===== src/rtl/quad_encoder_emulator.sv =====
// quad_encoder_emulator: turns signed relative move commands into Gray-coded
// A/B quadrature edges spaced by a programmable clock divider. It also tracks
// the emitted position, with optional CPR wrap.
// Optional index output: define QUAD_EMU_INDEX_EN to build the registered
// index pulse I. Without the macro, I is tied low.
// Direction convention: CW steps 00->01->11->10->00 on {A,B}. A decoder reads
// posedge A while B=1 as a CW count.
module quad_encoder_emulator #(
    parameter int unsigned buswidth       = 32,
    parameter int unsigned divwidth       = 16,
    parameter int unsigned default_period = 16
) (
    input  logic                Clk,
    input  logic                Reset,
    input  logic [buswidth-1:0] DataBus,
    input  logic                SetCPR,
    input  logic                SetPosition,
    input  logic                SetPeriod,
    input  logic                Move,
    input  logic                Stop,
    output logic                A,
    output logic                B,
    output logic                I,
    output logic [buswidth-1:0] Position,
    output logic                Busy,
    output logic                Direction
);

    localparam logic [buswidth-1:0] BUS_ONE     = buswidth'(1);
    localparam logic [divwidth-1:0] DIV_ONE     = divwidth'(1);
    localparam logic [divwidth-1:0] PERIOD_INIT = divwidth'(default_period);

    typedef enum logic {
        ST_IDLE = 1'b0,
        ST_RUN  = 1'b1
    } state_t;

    state_t              state_q, state_d;
    logic                a_q, a_d;
    logic                b_q, b_d;
    logic                busy_q, busy_d;
    logic                dir_q, dir_d;
    logic [buswidth-1:0] pos_q, pos_d;
    logic [buswidth-1:0] cpr_q, cpr_d;
    logic [buswidth-1:0] rem_q, rem_d;
    logic [divwidth-1:0] period_q, period_d;
    logic [divwidth-1:0] div_q, div_d;

    logic [buswidth-1:0] move_mag;
    logic [divwidth-1:0] div_limit;
    logic                step_due;
    logic [buswidth-1:0] step_pos;
    logic                step_a;
    logic                step_b;

    // Magnitude of the signed move count. The most negative value maps to 2^(buswidth-1).
    always_comb begin
        move_mag = DataBus;
        if (DataBus[buswidth-1]) begin
            move_mag = (~DataBus) + BUS_ONE;
        end
    end

    // Divider compare point. A period of zero behaves as one clock per edge.
    always_comb begin
        div_limit = '0;
        if (period_q != '0) begin
            div_limit = period_q - DIV_ONE;
        end
        // >= so that a period shortened mid-count still fires at the next compare
        step_due = (div_q >= div_limit);
    end

    // Next phase and next position for one step in the current direction
    always_comb begin
        step_pos = pos_q;
        if (dir_q) begin
            step_a = b_q;
            step_b = ~a_q;
            if (cpr_q == '0) begin
                step_pos = pos_q + BUS_ONE;
            end else if (pos_q >= (cpr_q - BUS_ONE)) begin
                step_pos = '0;
            end else begin
                step_pos = pos_q + BUS_ONE;
            end
        end else begin
            step_a = ~b_q;
            step_b = a_q;
            if (cpr_q == '0) begin
                step_pos = pos_q - BUS_ONE;
            end else if ((pos_q == '0) || (pos_q >= cpr_q)) begin
                step_pos = cpr_q - BUS_ONE;
            end else begin
                step_pos = pos_q - BUS_ONE;
            end
        end
    end

    // Next-state logic: strobes, move control and edge emission
    always_comb begin
        state_d  = state_q;
        a_d      = a_q;
        b_d      = b_q;
        dir_d    = dir_q;
        pos_d    = pos_q;
        cpr_d    = cpr_q;
        rem_d    = rem_q;
        period_d = period_q;
        div_d    = div_q;

        if (SetCPR) begin
            cpr_d = DataBus;
        end
        if (SetPeriod) begin
            period_d = DataBus[divwidth-1:0];
        end

        if (Stop) begin
            // Stop wins over a simultaneous Move; the A/B levels are frozen
            state_d = ST_IDLE;
            rem_d   = '0;
            div_d   = '0;
        end else if (Move) begin
            // A new move replaces any move in progress; zero magnitude just idles
            dir_d   = ~DataBus[buswidth-1];
            rem_d   = move_mag;
            div_d   = '0;
            state_d = (move_mag != '0) ? ST_RUN : ST_IDLE;
        end else if (state_q == ST_RUN) begin
            if (step_due) begin
                a_d   = step_a;
                b_d   = step_b;
                pos_d = step_pos;
                rem_d = rem_q - BUS_ONE;
                div_d = '0;
                if (rem_q == BUS_ONE) begin
                    state_d = ST_IDLE;
                end
            end else begin
                div_d = div_q + DIV_ONE;
            end
        end

        // A re-base overrides the step's count, but the step's edge still goes out
        if (SetPosition) begin
            pos_d = DataBus;
        end

        busy_d = (state_d == ST_RUN);
    end

    // State and output registers
    always_ff @(posedge Clk or posedge Reset) begin
        if (Reset) begin
            state_q  <= ST_IDLE;
            a_q      <= 1'b0;
            b_q      <= 1'b0;
            busy_q   <= 1'b0;
            dir_q    <= 1'b1;
            pos_q    <= '0;
            cpr_q    <= '0;
            rem_q    <= '0;
            period_q <= PERIOD_INIT;
            div_q    <= '0;
        end else begin
            state_q  <= state_d;
            a_q      <= a_d;
            b_q      <= b_d;
            busy_q   <= busy_d;
            dir_q    <= dir_d;
            pos_q    <= pos_d;
            cpr_q    <= cpr_d;
            rem_q    <= rem_d;
            period_q <= period_d;
            div_q    <= div_d;
        end
    end

`ifdef QUAD_EMU_INDEX_EN
    logic i_q, i_d;

    // Index marks the zero count at phase 00 once per revolution, aligned with Position
    always_comb begin
        i_d = (cpr_d != '0) && (pos_d == '0) && (a_d == 1'b0) && (b_d == 1'b0);
    end

    // Index register
    always_ff @(posedge Clk or posedge Reset) begin
        if (Reset) begin
            i_q <= 1'b0;
        end else begin
            i_q <= i_d;
        end
    end

    assign I = i_q;
`else
    assign I = 1'b0;
`endif

    assign A         = a_q;
    assign B         = b_q;
    assign Position  = pos_q;
    assign Busy      = busy_q;
    assign Direction = dir_q;

endmodule


===== config.mk =====
export PLATFORM = sky130hd
export DESIGN_NAME = quad_encoder_emulator
export DESIGN_NICKNAME = d
export VERILOG_FILES = /design/src/rtl/quad_encoder_emulator.sv
export SDC_FILE = /design/constraint.sdc
export NUM_CORES = 1
export LEC_CHECK = 0
export CAP_MARGIN = 15
export CORE_ASPECT_RATIO = 1.4
export CORE_MARGIN = 1
export CORE_UTILIZATION = 23
export CTS_BUF_LIST = sky130_fd_sc_hd__clkbuf_16
export DETAILED_ROUTE_END_ITERATION = 7
export PLACE_DENSITY = 0.36
export SLEW_MARGIN = 20
export SYNTH_ARGS = -nofsm -noshare
export SYNTH_HDL_FRONTEND = slang
export SYNTH_SLANG_ARGS = --single-unit

===== constraint.sdc =====
create_clock -name Clk -period 5.5 [get_ports Clk]
set_input_delay 1.1 -clock Clk [delete_from_list [all_inputs] [get_ports Clk]]
set_output_delay 1.1 -clock Clk [all_outputs]
set_load 0.005 [all_outputs]

==> impl_metrics.ini, run 1 <==
[critical_path]
timing_worst_setup_path_type = reg2reg
worst-r2r-setup-slack_ns = 0.75
startpoint = period_q[0]
r2r_end = Position[0]
cp.arrival_ns = 5.10
crit_end = Position[0]
r2r_start = period_q[0]
setup.worst_path.end_class = flip-flop
reg2reg_depth = 19
crit_required_ns = 5.86
worstPathMaxFanout = 19
startpoint_type = flip-flop

[clock_tree]
cts_tree = done
clk_path_buf_depth = 2
cts-root-buf = clkbuf_16
clk_pin_slew_ns = 0.06
cts.htree.levels = 4
numCtsBuffers = 17
cts_sinks = 132
post_cts_resize_count = 0
postCtsSetupBuffers = 0
cts_hold_buf = 0
clkLatencyLatePin_ns = 0.45

[timing]
relSlewSlack_pct = 30.9
finalCritPeriodShare_pct = 86.3
worst_pin_slew_ns = 1.03
rsz0062_at_grt = no
hold_violations = 0
timing.setup.tns_ns = 0
slew_viol_final = 0
period_needed_ns = 4.75
finClkSkew_ns = 0.0148
fmax_mhz = 211
setup_viol = 0

[route]
route.detailed.drc = 2
vias_per_cell = 5.02
drt_first_pass_iters = 7
dr.first_iter.drc_count = 591
num_vias = 10516
routedWlPerCell_um = 22.1
drt_wl_total_um = 46400
ant_nets = 0

[global_route]
grt_antenna_before_repair = 5
track_usage_pct = 18.3
grt-ovfl-total = 0
grt_pass1_wl_um = 69100
grt_max_degree = 90
grt_pass1_vias = 10928

[floorplanning]
core_um2 = 50100
rows = 97
start_util_pct = 23.3
die_y_um = 269
pin_count = 76
dieWidth_um = 192
dieArea_um2 = 51700

[status]
status = complete, but fails checks
violations = design-rule violations

[placed_design]
port_buffers = 74
hpwl_um = 35200
dp_cells = 2060
place_congestion = 0.810

[synth]
async_reset_ff_share_pct = 100
avgSynthCellArea_um2 = 8.43
ys_types = 86
netlist.area_leader.share_pct = 27.9
yosys_warnings = 0
syn_nets = 1514
yosysTopAreaCell = dfrtp_1
synthTopCellsByArea = dfrtp_1, ha_1, xnor2_1
yosys-top-cells-count = nand2_1, dfrtp_1, nor2_1, ha_1, xnor2_1
ys_ff_latch = 132
synth_flop_cell = dfrtp_1
postSynthCellCount = 1385
netlist_area_um2 = 11700
yosysMostFrequentCell = nand2_1
synth_edf_count = 0
ys_seq_area_share_pct = 28.3

[cells_and_area]
syn_to_final_growth_pct = 17.4
fin_nets = 1565
instances_no_fill = 2094
drive_gt1_share_pct = 9.67

[pwr]
p_per_area_nw_per_um2 = 237
irDropWorstVdd_mv = 0.233
leakage_nw = 5.44

[flow_run]
maxCapViolCount = 0

[worst_hold_path]
hp-class = reg2reg
==> metrics by stage <==
stage | utilization, % | power, mW | instance area [um2] | hold WS, ns | setup WS, ns
3_5_place_dp | 26.2 | 2.13 | 13200 | 0.523 | 0.507
6_report | 27.3 | 3.25 | 13700 | 0.529 | 0.753
5_1_grt | 27.3 | 3.42 | 13700 | 0.567 | 0.298
4_1_cts | 27.3 | 3.29 | 13700 | 0.536 | 0.698
3_3_place_gp | 26.2 | 2.13 | 13200 | 0.513 | 0.561
2_1_floorplan | - | 1.77 | 11700 | 0.498 | 0.877
==> placed cells by master (no fill, tap or decap), types with 13 or more instances in the layout <==
master,count
ha_1,90
buf_4,48
mux2_2,38
o21ai_0,72
clkdlybuf4s50_1,71
a21oi_1,48
a31oi_1,13
xnor2_1,88
clkbuf_16,17
nor3_1,45
xor2_1,72
o311a_1,23
a211oi_1,14
o221ai_1,24
dfrtp_1,130
nor4_1,23
nand3_1,38
nand2_1,136
inv_1,65
nand2b_1,35
nor2_1,107
nand4_1,34
a21o_1,14
or3_1,22
and3_1,18
==> registers in the layout, summed over array words and instances, names as in the netlist <==
register and cells:
Busy 1, div_q 16, Position 32, cpr_q 32, rem_q 32, Direction 1
A 1, period_q 16, B 1
==> per-layer routing <==
metal	up-vias	track usage (%)	wire (um)	part of all wire [%]
met5	-	0	0	0
met4	0	8.62	1750	3.8
met3	71	2.42	1190	2.6
met2	220	34.0	24700	53
met1	5117	20.3	18700	40
li1	5108	-	-	-
==> report_power, final <==
| group | total, mW | switching (mW) | internal (mW) |
|---|---|---|---|
| combinational | 0.921 | 0.523 | 0.397 |
| clock | 1.14 | 0.488 | 0.652 |
| sequential | 1.19 | 0.140 | 1.05 |
==> cell type report <==
cell class | instances | area [um2]
Antenna cell | 3 | 7.51
Clock buffer | 17 | 425
Clock inverter | 14 | 123
Fill cell | 5415 | 36400
Inverter | 65 | 249
Multi-Input combinational cell | 1097 | 7680
Sequential cell | 132 | 3310
Tap cell | 643 | 805
Timing Repair Buffer | 123 | 1110
==> kinds of logic after synthesis <==
group	share of synthesized area, %
buffers and inverters	6.09
muxes	4.14
adders and majority gates	9.65
xor gates and xnor gates	12.0
other	0.0321
DFF	28.3
and+or+nand+nor	21.8
AOI/OAI and AO/OA	17.9
==> worst max-delay path, stage by stage (launching register included) <==
cell      delay, ns
dfrtp_1        0.40
inv_1          0.09
ha_1           0.18
nand2_1        0.09
or3_1          0.36
nor3_1         0.40
nand3_1        0.42
nand2_1        0.18
ha_1           0.16
and4_1         0.24
nand4_1        0.12
nor2_1         0.14
a221oi_2       0.08
buf_4          0.17
buf_4          0.17
a21oi_2        0.60
buf_4          0.43
and3_1         0.21
a21oi_1        0.04
o211ai_1       0.17
==> worst min path at each step <==
stage	startpoint	to	depth (start not counted)
after global routing	period_q[12]	period_q[12]	1
after global placement	B	B	2
final	period_q[12]	period_q[12]	1
after detailed placement	period_q[12]	period_q[12]	1
after CTS	period_q[12]	period_q[12]	1
after floorplan	period_q[12]	period_q[12]	1
(Power assumes the default switching activity.)
==> inputs of run 2 (changes only) <==
--- a/config.mk
+++ b/config.mk
@@ -6,12 +6,12 @@
 export NUM_CORES = 1
 export LEC_CHECK = 0
 export CAP_MARGIN = 15
-export CORE_ASPECT_RATIO = 1.4
 export CORE_MARGIN = 1
 export CORE_UTILIZATION = 23
 export CTS_BUF_LIST = sky130_fd_sc_hd__clkbuf_16
 export DETAILED_ROUTE_END_ITERATION = 7
 export PLACE_DENSITY = 0.36
+export SETUP_SLACK_MARGIN = 0.02
 export SLEW_MARGIN = 20
 export SYNTH_ARGS = -nofsm -noshare
 export SYNTH_HDL_FRONTEND = slang
==> impl_metrics.ini, run 2 (synthesis gave the netlist of run 1 again) <==
[global_route]
met3_usage_pct = 3.48
grt_pass1_vias = 10534
grt-busiest-layer = met2
use_met2_pct = 28.3
grt_antenna_before_repair = 1
grt-ovfl-total = 0
grt_pass1_wl_um = 68000
use_met1_pct = 24.7
track_usage_pct = 18.0
grt_max_degree = 72

[floorplanning]
die_y_um = 227
core_um2 = 50100
dieArea_um2 = 51700
pin_count = 76
rows = 82
start_util_pct = 23.3
dieWidth_um = 227

[timing]
setup_viol = 0
relSlewSlack_pct = 42.9
worst_pin_slew_ns = 0.854
rsz0062_at_grt = no
hold_violations = 0
period_needed_ns = 4.72
slew_viol_final = 0
timing.setup.tns_ns = 0
fmax_mhz = 212
finalCritPeriodShare_pct = 85.8
finClkSkew_ns = 0.0118

[clock_tree]
numCtsBuffers = 17
clkLatencyLatePin_ns = 0.49
cts-root-buf = clkbuf_16
cts_sinks = 132
post_cts_resize_count = 0
cts_tree = done
cts_hold_buf = 0
clk_path_buf_depth = 2
postCtsSetupBuffers = 0
clk_pin_slew_ns = 0.07
cts.htree.levels = 4

[cells_and_area]
utilization_pct = 27.3
fin_nets = 1551
final-seq-area_um2 = 3310
layout_common_cells = nand2_1, dfrtp_1, nor2_1
syn_to_final_growth_pct = 17.0
multi_input_area_um2 = 7690
drive_gt1_share_pct = 9.20
fillerInstances = 5499
antennaDiodeCount = 0
layout_commonest_cell = nand2_1
instances_no_fill = 2107

[status]
status = finished, final reports clean

[route]
vias_per_cell = 4.99
route.detailed.drc = 0
num_vias = 10511
ant_nets = 0
drt_first_pass_iters = 5
routedWlPerCell_um = 21.0
drt_wl_total_um = 44300
dr.first_iter.drc_count = 644

[pwr]
p_per_area_nw_per_um2 = 239
irDropWorstVdd_mv = 0.254
leakage_nw = 5.37

[critical_path]
worst-r2r-setup-slack_ns = 0.78
cp_num_buf_inv = 2
cp_common_cell = nor2_1
critPathMaxStageDelay_ns = 0.68
path_cells = nor2_1 -> nand3_1 -> or3_1 -> nor3_1 -> nand2_1 -> or3_1 -> nor3_1 -> a21oi_1 -> ha_1 -> and4_1 -> nand4_1 -> nor2_1 -> a221oi_2 -> buf_4 -> a2111oi_1 -> buf_4 -> xor2_1 -> nor2_1 -> a211oi_1
worstPathMaxFanout = 15
slowest_stage = a2111oi_1
setup.worst_path.end_class = flip-flop
timing_worst_setup_path_type = reg2reg
critPathTopFamily = simple AND/OR/NAND/NOR gates
cp.arrival_ns = 5.11
crit_required_ns = 5.89
startpoint_type = flip-flop

[worst_hold_path]
hp-class = reg2reg

[placed_design]
place_congestion = 0.812
hpwl_um = 32900
dp_cells = 2075
port_buffers = 74

[flow_run]
maxCapViolCount = 0
==> run 2: changes by cell type in the layout (fill, tap and decap cells not counted), sizes merged <==
cell	before	now
bufinv	2	1
buf	52	38
inv	66	70
diode	3	0
clkinvlp	2	5
clkinv	9	4
==> run 2: metal layers <==
| layer | part of all wire [%] | wire length (um) | vias to the layer above |
|---|---|---|---|
| met1 | 48 | 21500 | 5174 |
| li1 | - | - | 5097 |
| met2 | 46 | 20300 | 197 |
| met4 | 1.9 | 833 | 0 |
| met5 | 0 | 0 | - |
| met3 | 3.9 | 1750 | 43 |
==> run 2: per-stage QoR <==
stage | power (mW) | cell area (um2) | worst slack [ns] | hold WS (ns)
after floorplan | 1.77 | 11700 | 0.877 | 0.498
after global placement | 2.10 | 13100 | 0.852 | 0.519
after detailed placement | 2.10 | 13100 | 0.771 | 0.529
after CTS | 3.32 | 13600 | 0.734 | 0.548
after global routing | 3.47 | 13700 | 0.233 | 0.559
final | 3.26 | 13700 | 0.780 | 0.542
==> run 2: area by class of cell <==
cell class              count  share of cell area (%)
repair buffers            109                    7.26
flip-flops and latches    132                    24.2
inverters                  65                    1.82
clock inverters            15                    1.08
well taps                 672                    6.16
clock buffers              17                    3.12
multi-input cells        1097                    56.3
==> run 2: worst paths after layout <==
path                            cells past startpoint          from      endpoint
worst max-delay path                               19   period_q[2]      rem_q[4]
worst min-delay path                                1  period_q[12]  period_q[12]
worst max register to register                     19   period_q[2]      rem_q[4]
worst min register to register                      1  period_q[12]  period_q[12]
max in group asynchronous                           3         Reset     cpr_q[11]
min in group asynchronous                           2         Reset     rem_q[26]
==> run 2: where the power goes <==
part	total [mW]	internal (mW)	leakage, nW	switching (mW)
sequential	1.19	1.05	1.63	0.141
combinational	0.892	0.386	3.47	0.505
clock	1.18	0.631	0.267	0.551
==> inputs of run 3 (changes only) <==
--- a/config.mk
+++ b/config.mk
@@ -10,6 +10,7 @@
 export CORE_UTILIZATION = 23
 export CTS_BUF_LIST = sky130_fd_sc_hd__clkbuf_16
 export DETAILED_ROUTE_END_ITERATION = 7
+export MAX_ROUTING_LAYER = met4
 export PLACE_DENSITY = 0.36
 export SETUP_SLACK_MARGIN = 0.02
 export SLEW_MARGIN = 20
==> impl_metrics.ini, run 3 (synthesis gave the netlist of run 1 again) <==
[clock_tree]
post_cts_resize_count = 0
postCtsSetupBuffers = 0
numCtsBuffers = 17
clk_pin_slew_ns = 0.07
cts-root-buf = clkbuf_16
cts_hold_buf = 0
cts_sinks = 132
cts_tree = done
clk_path_buf_depth = 2
clkLatencyLatePin_ns = 0.49
cts.htree.levels = 4

[cells_and_area]
syn_to_final_growth_pct = 17.0
utilization_pct = 27.3
fin_nets = 1551
final-seq-area_um2 = 3310
instances_no_fill = 2107
layout_common_cells = nand2_1, dfrtp_1, nor2_1
fillerInstances = 5499
multi_input_area_um2 = 7690
finalInstanceArea_um2 = 13700
antennaDiodeCount = 0
layout_commonest_cell = nand2_1
drive_gt1_share_pct = 9.20

[route]
ant_nets = 0
routedWlPerCell_um = 21.0
vias_per_cell = 4.99
drt_wl_total_um = 44200
dr.first_iter.drc_count = 666
num_vias = 10513
route.detailed.drc = 0
drt_first_pass_iters = 4

[critical_path]
r2r_start = period_q[2]
worstPathMaxFanout = 15
setup.worst_path.end_class = flip-flop
crit_required_ns = 5.90
path_cells = nor2_1 -> nand3_1 -> or3_1 -> nor3_1 -> nand2_1 -> or3_1 -> nor3_1 -> a21oi_1 -> ha_1 -> and4_1 -> nand4_1 -> nor2_1 -> a221oi_2 -> buf_4 -> a2111oi_1 -> buf_4 -> xor2_1 -> nor2_1 -> a211oi_1
timing_worst_setup_path_type = reg2reg
reg2reg_depth = 19
slowest_stage = a2111oi_1
worst-r2r-setup-slack_ns = 0.77
r2r_end = rem_q[4]
crit_end = rem_q[4]
critPathMaxStageDelay_ns = 0.68
startpoint_type = flip-flop
cp_common_cell = nor2_1
startpoint = period_q[2]
cp.arrival_ns = 5.12

[floorplanning]
pin_count = 76
core_um2 = 50100
die_y_um = 227
rows = 82
dieWidth_um = 227
dieArea_um2 = 51700
start_util_pct = 23.3

[worst_hold_path]
hold_start = B
hp-class = reg2reg
hold_depth = 2

[placed_design]
dp_cells = 2075
place_congestion = 0.824
place_area_um2 = 13100
dp_slack_ns = 0.771
port_buffers = 74
hpwl_um = 32900

[global_route]
grt-ovfl-total = 0
grt_max_degree = 72
grt_pass1_wl_um = 67900
grt_pass1_vias = 10530
track_usage_pct = 18.5
grt_antenna_before_repair = 1

[flow_run]
maxCapViolCount = 0

[timing]
period_needed_ns = 4.73
finClkSkew_ns = 0.0122
relSlewSlack_pct = 42.4
fin_ws_ns = 0.772
rsz0062_at_grt = no
worst_pin_slew_ns = 0.862
hold_violations = 0
slew_viol_final = 0
finalCritPeriodShare_pct = 86.0
setup_viol = 0
fmax_mhz = 212
hold_ws_ns = 0.543
timing.setup.tns_ns = 0

[pwr]
p_total_mw = 3.26
p_per_area_nw_per_um2 = 239
irDropWorstVdd_mv = 0.256
leakage_nw = 5.37

[status]
status = finished, final reports clean
run 3: cell counts in the layout (fill, tap and decap cells not counted):
No cell type changed its count.
run 3: how the worst min path moves through the flow:
stage                              end  slack, ns
after global routing                 B       0.56
after global placement               B       0.52
after detailed placement             B       0.53
final                                B       0.54
after CTS                            B       0.55
after floorplan           period_q[12]       0.50
run 3: final cells by class:
type	instances	share of cell area (%)
clock buffer	17	3.12
clock inverter	15	1.08
inverter	65	1.82
multi-input combinational	1097	56.3
sequential	132	24.2
tap	672	6.16
timing repair buffer	109	7.26
run 3: routing by layer:
layer  GRT usage [%]  part of all wire (%)  up-vias
met5               -                     0        -
met3            3.33                   3.3       39
met4            5.35                   1.8        0
met1            24.7                    49     5187
li1                -                     -     5099
met2            28.3                    46      188
run 3: where the power goes:
group	internal, mW	switching, mW
Clock	0.631	0.553
Combinational	0.387	0.506
Sequential	1.05	0.141
Total	2.06	1.20
run 3: critical path: cells and delay by family (launching register included):
kind | cells | cell delay [ns]
flip-flops | 1 | 0.42
AND/OR/NAND/NOR | 11 | 2.23
AO/OA/AOI/OAI | 4 | 1.04
XOR/XNOR | 1 | 0.16
adder cells (fa/ha/maj) | 1 | 0.29
buffers and inverters | 2 | 0.48
